File: src/rtl/bcd_display_scanner_if.sv
// Time-word input and multiplexed display outputs of the stopwatch display scanner.
interface bcd_display_scanner_if;
  logic [16:1] Q;         // packed BCD MM:SS, Q[16:13]=min tens .. Q[4:1]=sec units
  logic        BLANK_LZ;  // blank minutes-tens digit when it is zero
  logic        RUN;       // colon blinks when 1, solid when 0
  logic [6:0]  SEG;       // {g,f,e,d,c,b,a}, active-low
  logic        DP;        // colon, active-low
  logic [3:0]  AN;        // one-hot active-low anodes, AN[3]=min tens
  logic        ERR;       // sticky invalid-BCD flag

  // Time source side: drives the time word and mode bits, observes the display.
  modport master (
    output Q, BLANK_LZ, RUN,
    input  SEG, DP, AN, ERR
  );

  // Scanner side.
  modport slave (
    input  Q, BLANK_LZ, RUN,
    output SEG, DP, AN, ERR
  );
endinterface

File: src/rtl/bcd_display_scanner.sv
// 4-digit common-anode 7-segment scanner with dead-time, frame snapshot and blinking colon.
module bcd_display_scanner #(
  parameter int unsigned REFRESH_DIV  = 50000,
  parameter int unsigned DEAD_CYC     = 16,
  parameter int unsigned BLINK_FRAMES = 64
) (
  input  logic                   clk_in,
  input  logic                   RESET,
  bcd_display_scanner_if.slave   bus
);

  localparam int unsigned CW = (REFRESH_DIV  > 1) ? $clog2(REFRESH_DIV)  : 1;
  localparam int unsigned FW = (BLINK_FRAMES > 1) ? $clog2(BLINK_FRAMES) : 1;
  localparam logic [CW-1:0] CNT_LAST = CW'(REFRESH_DIV - 1);
  localparam logic [CW-1:0] CNT_DEAD = CW'(DEAD_CYC);
  localparam logic [FW-1:0] FRM_LAST = FW'(BLINK_FRAMES - 1);

  localparam logic [6:0] SEG_OFF  = 7'h7F;
  localparam logic [6:0] SEG_DASH = 7'b0111111;

  typedef enum logic [1:0] {D0, D1, D2, D3} slot_e;
  typedef enum logic {PH_OFF, PH_ON} phase_e;

  logic [CW-1:0] cnt_q,   cnt_d;
  slot_e         slot_q,  slot_d;
  logic [16:1]   snap_q,  snap_d;
  logic [FW-1:0] frm_q,   frm_d;
  phase_e        phase_q, phase_d;
  logic          err_q,   err_d;
  logic [6:0]    seg_q,   seg_d;
  logic          dp_q,    dp_d;
  logic [3:0]    an_q,    an_d;

  logic          slot_end;
  logic          frame_end;
  logic          in_dead;
  logic [3:0]    nib;

  // Active-low 7-segment glyph for a BCD nibble; anything above 9 renders as a dash.
  function automatic logic [6:0] glyph(input logic [3:0] n);
    logic [6:0] g;
    g = SEG_DASH;
    case (n)
      4'd0: g = 7'b1000000;
      4'd1: g = 7'b1111001;
      4'd2: g = 7'b0100100;
      4'd3: g = 7'b0110000;
      4'd4: g = 7'b0011001;
      4'd5: g = 7'b0010010;
      4'd6: g = 7'b0000010;
      4'd7: g = 7'b1111000;
      4'd8: g = 7'b0000000;
      4'd9: g = 7'b0010000;
      default: g = SEG_DASH;
    endcase
    return g;
  endfunction

  // True when any of the four nibbles is outside 0..9.
  function automatic logic has_bad_nibble(input logic [16:1] w);
    logic bad;
    bad = 1'b0;
    for (int i = 0; i < 4; i++) begin
      if (w[4*i+1 +: 4] > 4'd9) bad = 1'b1;
    end
    return bad;
  endfunction

  // Next state for prescaler, slot, snapshot, blink and error; outputs from the next state
  // so the registered display lines up with the count it belongs to.
  always_comb begin
    slot_end  = (cnt_q == CNT_LAST);
    frame_end = slot_end && (slot_q == D3);

    cnt_d   = slot_end ? '0 : cnt_q + CW'(1);
    slot_d  = slot_q;
    snap_d  = snap_q;
    frm_d   = frm_q;
    phase_d = phase_q;
    err_d   = err_q;

    if (slot_end) begin
      case (slot_q)
        D0:      slot_d = D1;
        D1:      slot_d = D2;
        D2:      slot_d = D3;
        default: slot_d = D0;
      endcase
    end

    // Frame boundary: latch the whole time word so no digit is torn mid-frame.
    if (frame_end) begin
      snap_d = bus.Q;
      if (has_bad_nibble(bus.Q)) err_d = 1'b1;
    end

    // Colon blink cadence only runs while the stopwatch runs.
    if (!bus.RUN) begin
      frm_d   = '0;
      phase_d = PH_ON;
    end else if (frame_end) begin
      if (frm_q == FRM_LAST) begin
        frm_d   = '0;
        phase_d = (phase_q == PH_ON) ? PH_OFF : PH_ON;
      end else begin
        frm_d = frm_q + FW'(1);
      end
    end

    nib = 4'd0;
    case (slot_d)
      D0:      nib = snap_d[4:1];
      D1:      nib = snap_d[8:5];
      D2:      nib = snap_d[12:9];
      default: nib = snap_d[16:13];
    endcase

    in_dead = (cnt_d < CNT_DEAD);

    if ((slot_d == D3) && bus.BLANK_LZ && (nib == 4'd0)) seg_d = SEG_OFF;
    else                                                 seg_d = glyph(nib);

    an_d = in_dead ? 4'hF : ~(4'b0001 << slot_d);
    dp_d = !((slot_d == D2) && !in_dead && (!bus.RUN || (phase_d == PH_ON)));
  end

  // State and output registers; reset blanks the display immediately.
  always_ff @(posedge clk_in or posedge RESET) begin
    if (RESET) begin
      cnt_q   <= '0;
      slot_q  <= D0;
      snap_q  <= 16'h0;
      frm_q   <= '0;
      phase_q <= PH_ON;
      err_q   <= 1'b0;
      seg_q   <= SEG_OFF;
      dp_q    <= 1'b1;
      an_q    <= 4'hF;
    end else begin
      cnt_q   <= cnt_d;
      slot_q  <= slot_d;
      snap_q  <= snap_d;
      frm_q   <= frm_d;
      phase_q <= phase_d;
      err_q   <= err_d;
      seg_q   <= seg_d;
      dp_q    <= dp_d;
      an_q    <= an_d;
    end
  end

  assign bus.SEG = seg_q;
  assign bus.DP  = dp_q;
  assign bus.AN  = an_q;
  assign bus.ERR = err_q;

endmodule

File: src/flat_wrapper.sv
// flat-port wrapper written by rule: the top's interface ports become plain ports
module bcd_display_scanner_flat 
#(
  parameter int unsigned REFRESH_DIV  = 50000,
  parameter int unsigned DEAD_CYC     = 16,
  parameter int unsigned BLINK_FRAMES = 64
)
  (clk_in, RESET, bus_Q, bus_BLANK_LZ, bus_RUN, bus_SEG, bus_DP, bus_AN, bus_ERR);
  bcd_display_scanner_if bus_i ();
  input  logic clk_in;
  input  logic RESET;
  input wire logic [$bits(bus_i.Q)-1:0] bus_Q;
  input wire logic [$bits(bus_i.BLANK_LZ)-1:0] bus_BLANK_LZ;
  input wire logic [$bits(bus_i.RUN)-1:0] bus_RUN;
  output wire logic [$bits(bus_i.SEG)-1:0] bus_SEG;
  output wire logic [$bits(bus_i.DP)-1:0] bus_DP;
  output wire logic [$bits(bus_i.AN)-1:0] bus_AN;
  output wire logic [$bits(bus_i.ERR)-1:0] bus_ERR;
  assign bus_i.Q = bus_Q;
  assign bus_i.BLANK_LZ = bus_BLANK_LZ;
  assign bus_i.RUN = bus_RUN;
  assign bus_SEG = bus_i.SEG;
  assign bus_DP = bus_i.DP;
  assign bus_AN = bus_i.AN;
  assign bus_ERR = bus_i.ERR;
  bcd_display_scanner #(.REFRESH_DIV(REFRESH_DIV), .DEAD_CYC(DEAD_CYC), .BLINK_FRAMES(BLINK_FRAMES)) u_core (.clk_in(clk_in), .RESET(RESET), .bus(bus_i));
endmodule
File: config.mk
export PLATFORM = sky130hd
export DESIGN_NAME = bcd_display_scanner_flat
export DESIGN_NICKNAME = d
export VERILOG_FILES = /design/src/rtl/bcd_display_scanner_if.sv /design/src/rtl/bcd_display_scanner.sv /design/src/flat_wrapper.sv
export SDC_FILE = /design/constraint.sdc
export NUM_CORES = 1
export LEC_CHECK = 0
export ABC_CLOCK_PERIOD_IN_PS = 3800
export CORE_MARGIN = 1
export CORE_UTILIZATION = 50
export CTS_CLUSTER_DIAMETER = 200
export DETAILED_ROUTE_END_ITERATION = 8
export GPL_TIMING_DRIVEN = 0
export PLACE_DENSITY = 0.82
export SKIP_CTS_REPAIR_TIMING = 1
export SLEW_MARGIN = 10
export SYNTH_ARGS = -nofsm -noshare
export SYNTH_HDL_FRONTEND = slang
export SYNTH_SLANG_ARGS = --single-unit
File: constraint.sdc
create_clock -name clk_in -period 3.8 [get_ports clk_in]
set_input_delay 0.38 -clock clk_in [delete_from_list [all_inputs] [get_ports clk_in]]
set_output_delay 0.38 -clock clk_in [all_outputs]
set_load 0.05 [all_outputs]
-- After elaboration in Yosys (flattened, before gate mapping)
Memories as Yosys holds them, arrays and structs flattened.
Index checks and enable logic that the tools add are counted.
- $add $sub $neg: 2
- order comparisons: 5
- equality and inequality tests: 9
- shift operators: 1
- multiplexer cells: 19
- bitwise logic cells: 1
- reductions and logical operators: 13
- operators with widths (cell ; number):
    16-bit two-way mux ; 2
    6-bit two-way mux ; 3
    16-bit by 1-bit adder with 16-bit output (second input constant) ; 1
    16-bit == test (second input constant) ; 1
    4-bit greater-than comparator (second input constant) ; 4
    16-bit by 5-bit less-than comparator with 1-bit output (second input constant) ; 1
    4-bit one-hot mux with 3 select lines ; 1
    1-bit two-way mux ; 9
    2-bit == test (second input constant) ; 4
    7-bit two-way mux ; 1
    6-bit by 1-bit adder with 6-bit output (second input constant) ; 1
    6-bit == test (second input constant) ; 1
    2-bit one-hot mux with 3 select lines ; 1
    1-bit logical AND ; 5
    2-bit by 1-bit == test with 1-bit output (second input constant) ; 2
    2-bit logical NOT ; 2
    4-bit logical NOT ; 1
    4-bit two-way mux ; 1
    4-bit inverter ; 1
    1-bit by 2-bit << shifter with 4-bit output (first input constant) ; 1
    1-bit logical NOT ; 3
    2-bit two-way mux ; 1
    2-bit by 1-bit != test with 1-bit output (second input constant) ; 1
    2-bit AND reduction ; 1
    1-bit logical OR ; 1
- flip-flop bits (word level): 54
- bits in read-only memories: 112
- input bits: 20
- output and inout port bits: 13
- logic and storage cells: 60
- memories: 1
- memory list (memory ; depth ; bits a word ; read ports ; clocked after Yosys merged registers in ; wr ports ; line ; source):
    (name not given) ; 16 ; 7 ; 1 ; 0 ; 0 ; bcd_display_scanner.sv:43 ; case (n)

-- Logic depth before layout (Yosys ltp)
Gate-level depths: netlist of the first run.
- depth in word-level cells: 8
- mapped depth: 15
- gate-level depth less buffers: 13

-- Worst setup path after synthesis of the first run
No wires, ideal clock.
- path type: reg2reg
- start point: reg u_core.cnt_q[11]
- end point: reg u_core.seg_q[0], in the netlist u_core.bus.SEG[0]
- library setup time: 0.073 ns
- data arrival time: 3.332 ns
- data required time: 3.727 ns
- slack: 0.395 ns
- stages on the path, launching flop included: 13
- path buffers: 1
- clock period less this slack: 3.405 ns
- cell sequence: dfrtp_1 > or4b_4 > nor4_4 > mux2i_2 > mux2i_1 > mux2_2 > inv_1 > ha_1 > and3_1 > buf_1 > nor2_1 > mux2_1 > a21oi_1
- cells in the longest elaborated chain, start to end: 7
- elaborated cells between the ends (all ways): 14
- classes of those cells: 4 x eq/ne; 4 x mux; 5 x reduce/logical; 1 x memory
- ends and longest elaborated chain (element ; line ; source):
    start: declaration ; bcd_display_scanner.sv:24 ; logic [CW-1:0] cnt_q, cnt_d;
    start signal: assignment ; bcd_display_scanner.sv:140 ; cnt_q <= cnt_d;
    16-bit == test * ; bcd_display_scanner.sv:72 ; slot_end = (cnt_q == CNT_LAST);
    parallel branches: the longest is 5 deep, another holds memory read 16 x 7 bit ; n/a ;
    7-bit two-way mux * ; bcd_display_scanner.sv:120 ; if ((slot_d == D3) && bus.BLANK_LZ && (nib == 4'd0)) seg_d = SEG_OFF;
    via u_core.seg_d[0] ; bcd_display_scanner.sv:30 ; logic [6:0] seg_q, seg_d;
    end signal: assignment ; bcd_display_scanner.sv:146 ; seg_q <= seg_d;
    end: declaration ; bcd_display_scanner.sv:30 ;
Mark *: on every way through the listed nets, which the timed path passes.
A chain may end at the register's enable or synchronous reset.

-- Worst setup path in the final report of the first run
- start point: reg u_core.cnt_q[8]
- end point: reg u_core.seg_q[3], in the netlist u_core.bus.SEG[3]
The elaborated chain is that of the path after synthesis.

==> summary.txt, run 1 <==
Worst setup path
  – CP required: 4.04 ns
  – Slowest stage delay, CP: 0.40 ns
  – Slowest cell on the critical path: nor4_4
  – Crit path capture type: flop
  – Crit path cell chain: clkbuf_1 -> nand4bb_1 -> nor4_4 -> buf_4 -> mux2i_4 -> mux2i_1 -> mux2_2 -> inv_1 -> ha_1 -> and3_1 -> nor2_1 -> mux2_1 -> a21oi_1
  – Startpoint class of the critical path: flop
  – CP delay by family, top: multiplexers
  – Reg2reg setup slack: 0.31 ns
  – Critical path data arrival time: 3.73 ns
  – Worst R2R End: u_core.bus.SEG[3]
  – R2R Path Start: u_core.cnt_q[8]
  – CP bufs+invs: 3
  – Crit-path max FO: 8
  – WS Path Type: flop to flop
  – FF-to-FF path depth: 13

Timing
  – Max Slew Vio Count: 0
  – Max Clock Skew: 0.00774 ns
  – Final Cycle Share: 91.9%
  – Worst-margin pin slew: 0.706 ns
  – Slew margin rel.: 52.6%
  – Final setup fails: 0
  – Fin crit period: 3.49 ns
  – Setup TNS: 0 ns
  – Fmax: 286 MHz
  – Hold Vio Cnt, Final: 0
  – Worst Slack Setup Final: 0.309 ns
  – RSZ-0062 raised after global routing: no

Global route
  – Number of global-route vias before repair: 2197
  – First-pass GRT wire length: 9.97 mm
  – GR peak layer: met2
  – Grt met1 use: 25.7%
  – Met2 usage: 35.0%
  – Largest net degree at the start of global routing: 40
  – Global route total overflow: 0
  – Met3 usage: 4.42%
  – Initial antenna violation count: 0
  – GRT Total Usage: 20.7%

Pwr
  – Clock share of power: 39.1%
  – Flop pwr share: 56.8%
  – Power share of the combinational group: 4.1%
  – Pwr per Cell Area: 286 mW/mm^2
  – Design Power: 1.01 mW
  – LEAKAGE: 1.58 nW
  – Peak VDD IR: 0.000183 V
  – Internal: 0.811 mW
  – Sw Share: 19.8%
  – Psw: 0.200 mW

CTS
  – TritonCTS clock tree: yes
  – CTS Buffer Depth: 2
  – CTS Buf Count: 5
  – Root buffer cell: clkbuf_8
  – H-Tree Level Count: 2
  – Worst-Skew Late Latency: 0.31 ns
  – Reg clk slew, reported paths: 0.09 ns
  – Clk sink count: 54

Floorplanning
  – FP Rows: 27
  – Core box area: 0.00557 mm^2
  – Ports: 33
  – Die area: 0.00619 mm^2
  – Initial Utilization: 52.7%
  – Die width: 78.7 um
  – Die height: 78.7 um

Yosys
  – Largest cells by area after synthesis: dfrtp_1, dfstp_2, mux2i_1, nand2_1, ha_1
  – Sequential element share of the synthesized area: 46.5%
  – Yosys top cell area share: 34.9%
  – Post-synth cell types: 47
  – Cells after synthesis: 302
  – Async S/R FF share, synth: 100%
  – EDFF count, synth: 0
  – Syn. warnings: 0
  – Syn_area_per_cell: 9.73 um^2
  – Synthesized flop and latch total: 54
  – Synth Flop Type: dfrtp_1
  – Syn_nets: 333
  – Mapped Area: 0.00294 mm^2
  – Cell taking the most area after synthesis: dfrtp_1

Cells and area
  – Fill count: 469
  – Number of inserted diodes: 0
  – Final non-filler cell total: 419
  – Nets: 377
  – Layout cells sized above 1: 13.0%
  – Final instance area: 0.00354 mm^2
  – Area Growth Syn to Fin: 20.5%

Hold path
  – Min-delay worst type: input port to async pin

Place
  – Buffers on Ports: 32
  – Inst Count DP: 407
  – Final HPWL DP: 4.26 mm
  – Placed cell area: 0.00337 mm^2
  – Routability cong.: 0.853
  – Pre-CTS setup slack: -0.0420 ns

Detailed routing
  – Final ANT Viol Nets: 0
  – Wirelength per Cell: 14.1 um
  – Vias per Instance: 5.39
  – Iter 0 DRT Violations: 165
  – Vias: 2259
  – Residual DRC: 0
  – TritonRoute pass-1 iters: 5
  – Final WL: 5.90 mm

Flow run
  – Max-cap violations: 0

Run status
  – Outcome: finished clean
[Yosys cell counts, types with 2 or more instances]
library cell	instances
nand2_1	46
dfrtp_1	41
mux2i_1	20
nor2_1	17
nand3_1	16
o21ai_0	16
a21oi_1	15
inv_1	14
dfstp_2	13
ha_1	11
nor3_1	9
clkbuf_1	8
xnor2_1	8
nand4_1	6
xor2_1	6
and3_1	5
a21o_1	3
a31oi_1	3
and2_1	3
nor4_1	3
o211a_1	3
o21a_1	3
a21boi_0	2
buf_2	2
mux2_1	2
mux2_2	2
mux2i_2	2
nand2b_1	2
nand4bb_1	2
or2_2	2
[through the flow]
step / utilization [%] / hold slack (ns)
after global routing: 63.5 / 0.396
after CTS: 62.5 / 0.354
after global placement: 60.1 / 0.445
after detailed placement: 60.4 / 0.454
after floorplan: - / 0.433
final: 63.5 / 0.357
[metal layers]
layer  vias to the layer above  routed length (um)
met3                         7                 162
met2                        41                2920
li1                       1128                   -
met5                         -                   0
met1                      1083                2770
met4                         0                  53
[layout by cell type (no fill, tap or decap), types with 2 or more instances in the layout]
| cell | instances |
|---|---|
| a21boi_0 | 2 |
| a21o_1 | 3 |
| a21oi_1 | 15 |
| a31oi_1 | 3 |
| and2_1 | 3 |
| and3_1 | 5 |
| buf_4 | 6 |
| clkbuf_1 | 9 |
| clkbuf_8 | 6 |
| clkdlybuf4s50_1 | 32 |
| dfrtp_1 | 41 |
| dfstp_2 | 13 |
| ha_1 | 11 |
| inv_1 | 13 |
| inv_2 | 2 |
| mux2_1 | 2 |
| mux2_2 | 2 |
| mux2i_1 | 20 |
| mux2i_4 | 2 |
| nand2_1 | 46 |
| nand2b_1 | 2 |
| nand3_1 | 15 |
| nand4_1 | 6 |
| nand4bb_1 | 2 |
| nor2_1 | 17 |
| nor3_1 | 9 |
| nor4_1 | 2 |
| o211a_1 | 3 |
| o21a_1 | 3 |
| o21ai_0 | 16 |
| or2_2 | 2 |
| xnor2_1 | 8 |
| xor2_1 | 6 |
[registers in the layout, indices dropped and copies added, names as in the netlist]
name and flops:
u_core.snap_q 16, u_core.cnt_q 16, u_core.bus.SEG 7, u_core.bus.AN 4, u_core.frm_q 6, u_core.slot_q 2
u_core.phase_q 1, u_core.bus.ERR 1, u_core.bus.DP 1
[power groups by stage]
stage | logic (mW) | clock network, mW | registers (mW)
2_1_floorplan | 0.0119 | 0 | 0.586
3_3_place_gp | 0.0392 | 0 | 0.586
3_5_place_dp | 0.0417 | 0 | 0.586
4_1_cts | 0.0418 | 0.409 | 0.575
5_1_grt | 0.0454 | 0.426 | 0.575
6_report | 0.0410 | 0.396 | 0.575
[kinds of logic after synthesis]
family          share of synthesized area (%)
compound gates                           9.75
xor+xnor                                 4.17
fa+ha+maj                                4.68
buf+inv                                  4.09
flops                                    46.5
mux                                      10.0
simple gates                             20.7
[worst max path at each step]
| stage | cells past startpoint | slack, ns | to | from |
|---|---|---|---|---|
| after detailed placement | 12 | -0.04 | u_core.bus.SEG[3] | u_core.cnt_q[11] |
| final | 13 | 0.31 | u_core.bus.SEG[3] | u_core.cnt_q[8] |
| after global routing | 13 | 0.07 | u_core.bus.SEG[0] | u_core.cnt_q[8] |
| after global placement | 12 | -0.008 | u_core.bus.SEG[3] | u_core.cnt_q[11] |
| after floorplan | 12 | 0.39 | u_core.bus.SEG[0] | u_core.cnt_q[11] |
| after CTS | 12 | -0.09 | u_core.bus.SEG[3] | u_core.cnt_q[11] |
[layout make-up]
| class | instances | area (um^2) | area share [%] |
|---|---|---|---|
| multi-input combinational | 220 | 1470 | 41.5 |
| clock inverter | 1 | 30.0 | 0.848 |
| tap | 72 | 90.1 | 2.54 |
| clock buffer | 7 | 86.3 | 2.44 |
| buffer | 11 | 53.8 | 1.52 |
| sequential | 54 | 1370 | 38.6 |
| timing repair buffer | 38 | 378 | 10.7 |
| inverter | 16 | 65.1 | 1.84 |
[worst reg2reg max path, cell delays in order (launching register included)]
cell and delay (ns):
dfrtp_1 0.33, clkbuf_1 0.24, nand4bb_1 0.34, nor4_4 0.40, buf_4 0.19, mux2i_4 0.37
mux2i_1 0.13, mux2_2 0.34, inv_1 0.12, ha_1 0.18, and3_1 0.27, nor2_1 0.08
mux2_1 0.29, a21oi_1 0.16
Note: power is estimated with default switching activity, not from simulation.
==> run 2: changes to the inputs <==
- ABC_AREA: unset -> 1
==> run 2 against run 1 <==
Effect of this change:
- worst hold slack better by 0.0085 ns
- largest cell class unchanged
- final cell count grew 18%
- critical path depth rose by 3
- critical path type unchanged
- cell area rose by 4.9%
- area after synthesis up 7.8%
- first-iteration DRC count down 4.8%
- register-to-register slack better by 0.81 ns
- clock skew decreased by 0.00092 ns
- non-clock buffer count down 14
- clock-buffer cell count decreased by 2
==> summary.txt, run 2 <==
Run status
  – Outcome: finished clean

Cells and area
  – Layout cells sized above 1: 16.5%
  – Most frequent cells in the layout: nand2_1, inv_1, dfrtp_1, clkdlybuf4s50_1, nand3_1
  – Number of inserted diodes: 0
  – Fill count: 516
  – Nets: 448
  – Area Growth Syn to Fin: 17.3%
  – Final non-filler cell total: 493
  – Most common cell after layout, fill and taps aside: nand2_1
  – Post-layout util: 61.6%

Detailed routing
  – Vias per Instance: 5.15
  – Final ANT Viol Nets: 0
  – Iter 0 DRT Violations: 157
  – Final WL: 6.34 mm
  – Vias: 2540
  – TritonRoute pass-1 iters: 4
  – Residual DRC: 0
  – Wirelength per Cell: 12.9 um

Floorplanning
  – Ports: 33
  – Initial Utilization: 52.6%
  – FP Rows: 28
  – Core box area: 0.00603 mm^2
  – Die width: 81.6 um
  – Die height: 81.6 um
  – Die area: 0.00666 mm^2

CTS
  – H-Tree Level Count: 2
  – Reg clk slew, reported paths: 0.10 ns
  – Root buffer cell: clkbuf_8
  – TritonCTS clock tree: yes
  – CTS Buf Count: 5
  – Clk sink count: 54
  – Worst-Skew Late Latency: 0.31 ns
  – CTS Buffer Depth: 2

Yosys
  – EDFF count, synth: 0
  – Synthesized flop and latch total: 54
  – Syn_area_per_cell: 8.40 um^2
  – Xor/xnor share of the synthesized area: 0.829%
  – Mux cell area share after synthesis: 0%
  – Most frequent cells after synthesis: nand2_1, inv_1, dfrtp_1, nand3_1, nor2_1
  – Yosys top cell area share: 32.4%
  – Synth Flop Type: dfrtp_1
  – Synth Area in Adders: 4.34%
  – Async S/R FF share, synth: 100%
  – Cell taking the most area after synthesis: dfrtp_1
  – Sequential element share of the synthesized area: 43.2%
  – Largest family of logic cells by synthesized area: simple AND/OR/NAND/NOR gates
  – Syn_nets: 408
  – Post-synth cell types: 33
  – Syn. warnings: 0
  – Most frequent cell after synthesis: nand2_1
  – Synth Area in Compound Gates: 4.66%
  – Synth Area in Simple Gates: 39.0%
  – Cells after synthesis: 377
  – Mapped Area: 0.00317 mm^2
  – Largest cells by area after synthesis: dfrtp_1, nand2_1, dfstp_2, inv_1, nand3_1

Global route
  – GRT Total Usage: 20.8%
  – First-pass GRT wire length: 10.5 mm
  – Largest net degree at the start of global routing: 37
  – Global route total overflow: 0
  – Number of global-route vias before repair: 2367
  – Initial antenna violation count: 0

Timing
  – Hold Vio Cnt, Final: 0
  – Max Clock Skew: 0.00682 ns
  – Worst-margin pin slew: 0.512 ns
  – Max Slew Vio Count: 0
  – Setup TNS: 0 ns
  – Final Cycle Share: 70.5%
  – Hold slack final: 0.366 ns
  – Fmax: 373 MHz
  – RSZ-0062 raised after global routing: no
  – Fin crit period: 2.68 ns
  – Final setup fails: 0
  – Slew margin rel.: 65.8%

Place
  – Final HPWL DP: 4.88 mm
  – Buffers on Ports: 32
  – Inst Count DP: 485
  – Routability cong.: 0.873

Worst setup path
  – Reg2reg setup slack: 1.12 ns
  – Critical path data arrival time: 2.92 ns
  – Worst R2R End: u_core.bus.SEG[3]
  – R2R Path Start: u_core.cnt_q[0]
  – Startpoint class of the critical path: flop
  – Crit path capture type: flop
  – Crit-path max FO: 10
  – FF-to-FF path depth: 16
  – WS Path Type: flop to flop
  – CP required: 4.04 ns

Pwr
  – Peak VDD IR: 0.000191 V
  – Pwr per Cell Area: 272 mW/mm^2
  – LEAKAGE: 1.89 nW

Flow run
  – Max-cap violations: 0

Hold path
  – Min-delay worst type: input port to async pin
## run 2: power breakdown
part           switching [mW]  internal, mW  total (mW)
clock                   0.194         0.198       0.392
combinational          0.0213        0.0221      0.0434
sequential           0.000668         0.576       0.577
total                   0.216         0.796        1.01
## run 2: worst max-delay path, stage by stage, from the launching register on
cell,delay (ns)
dfrtp_1,0.42
ha_1,0.26
nand3_4,0.14
nor2_8,0.08
nand3_4,0.11
clkinv_1,0.24
nand2_1,0.16
nand2_1,0.09
nand2_1,0.08
nand3_1,0.13
nor2_2,0.23
inv_1,0.12
ha_1,0.20
inv_1,0.05
nand4_1,0.11
nand3_1,0.12
nand3_1,0.07
## run 2: layout make-up
| cell class | instances | area (um^2) | share of cell area (%) |
|---|---|---|---|
| Multi-Input combinational cell | 262 | 1550 | 41.6 |
| Sequential cell | 54 | 1370 | 36.8 |
| Timing Repair Buffer | 33 | 340 | 9.16 |
| Inverter | 59 | 231 | 6.23 |
| Tap cell | 75 | 93.8 | 2.53 |
| Clock buffer | 5 | 68.8 | 1.85 |
| Clock inverter | 3 | 43.8 | 1.18 |
| Buffer | 2 | 22.5 | 0.606 |
## run 2: kinds of logic (layout without fill, tap and decap cells)
group                      count (synthesis)  in the layout
and+or+nand+nor                          221            221
buffers and inverters                     61            102
DFF                                       54             54
AOI/OAI and AO/OA                         27             27
adders and majority gates                 11             11
xor gates and xnor gates                   3              3
## run 2: worst max path at each step
stage                          from           endpoint  slack [ns]
floorplan           u_core.cnt_q[0]  u_core.bus.SEG[0]        1.54
global placement              RESET  u_core.snap_q[16]        1.14
detailed placement  u_core.cnt_q[0]  u_core.bus.SEG[0]        1.16
CTS                 u_core.cnt_q[0]  u_core.bus.SEG[0]        1.11
global route        u_core.cnt_q[0]  u_core.bus.SEG[0]        0.92
finish              u_core.cnt_q[0]  u_core.bus.SEG[3]        1.12
## run 2: routing by layer
metal / share of wire, % / track usage (%) / up-vias / routed length, um
met4: 1.8 / 7.54 / 0 / 112
met5: 0 / 0 / - / 0
met2: 50 / 35.7 / 63 / 3170
met3: 4.7 / 3.67 / 12 / 297
li1: - / - / 1270 / -
met1: 43 / 26.1 / 1195 / 2760
## run 2: metrics by stage
step	total power, mW	area (um^2)	setup WS [ns]
2_1_floorplan	0.602	3170	1.54
3_3_place_gp	0.629	3580	1.14
3_5_place_dp	0.631	3600	1.16
4_1_cts	1.02	3710	1.11
5_1_grt	1.05	3710	0.923
6_report	1.01	3710	1.12
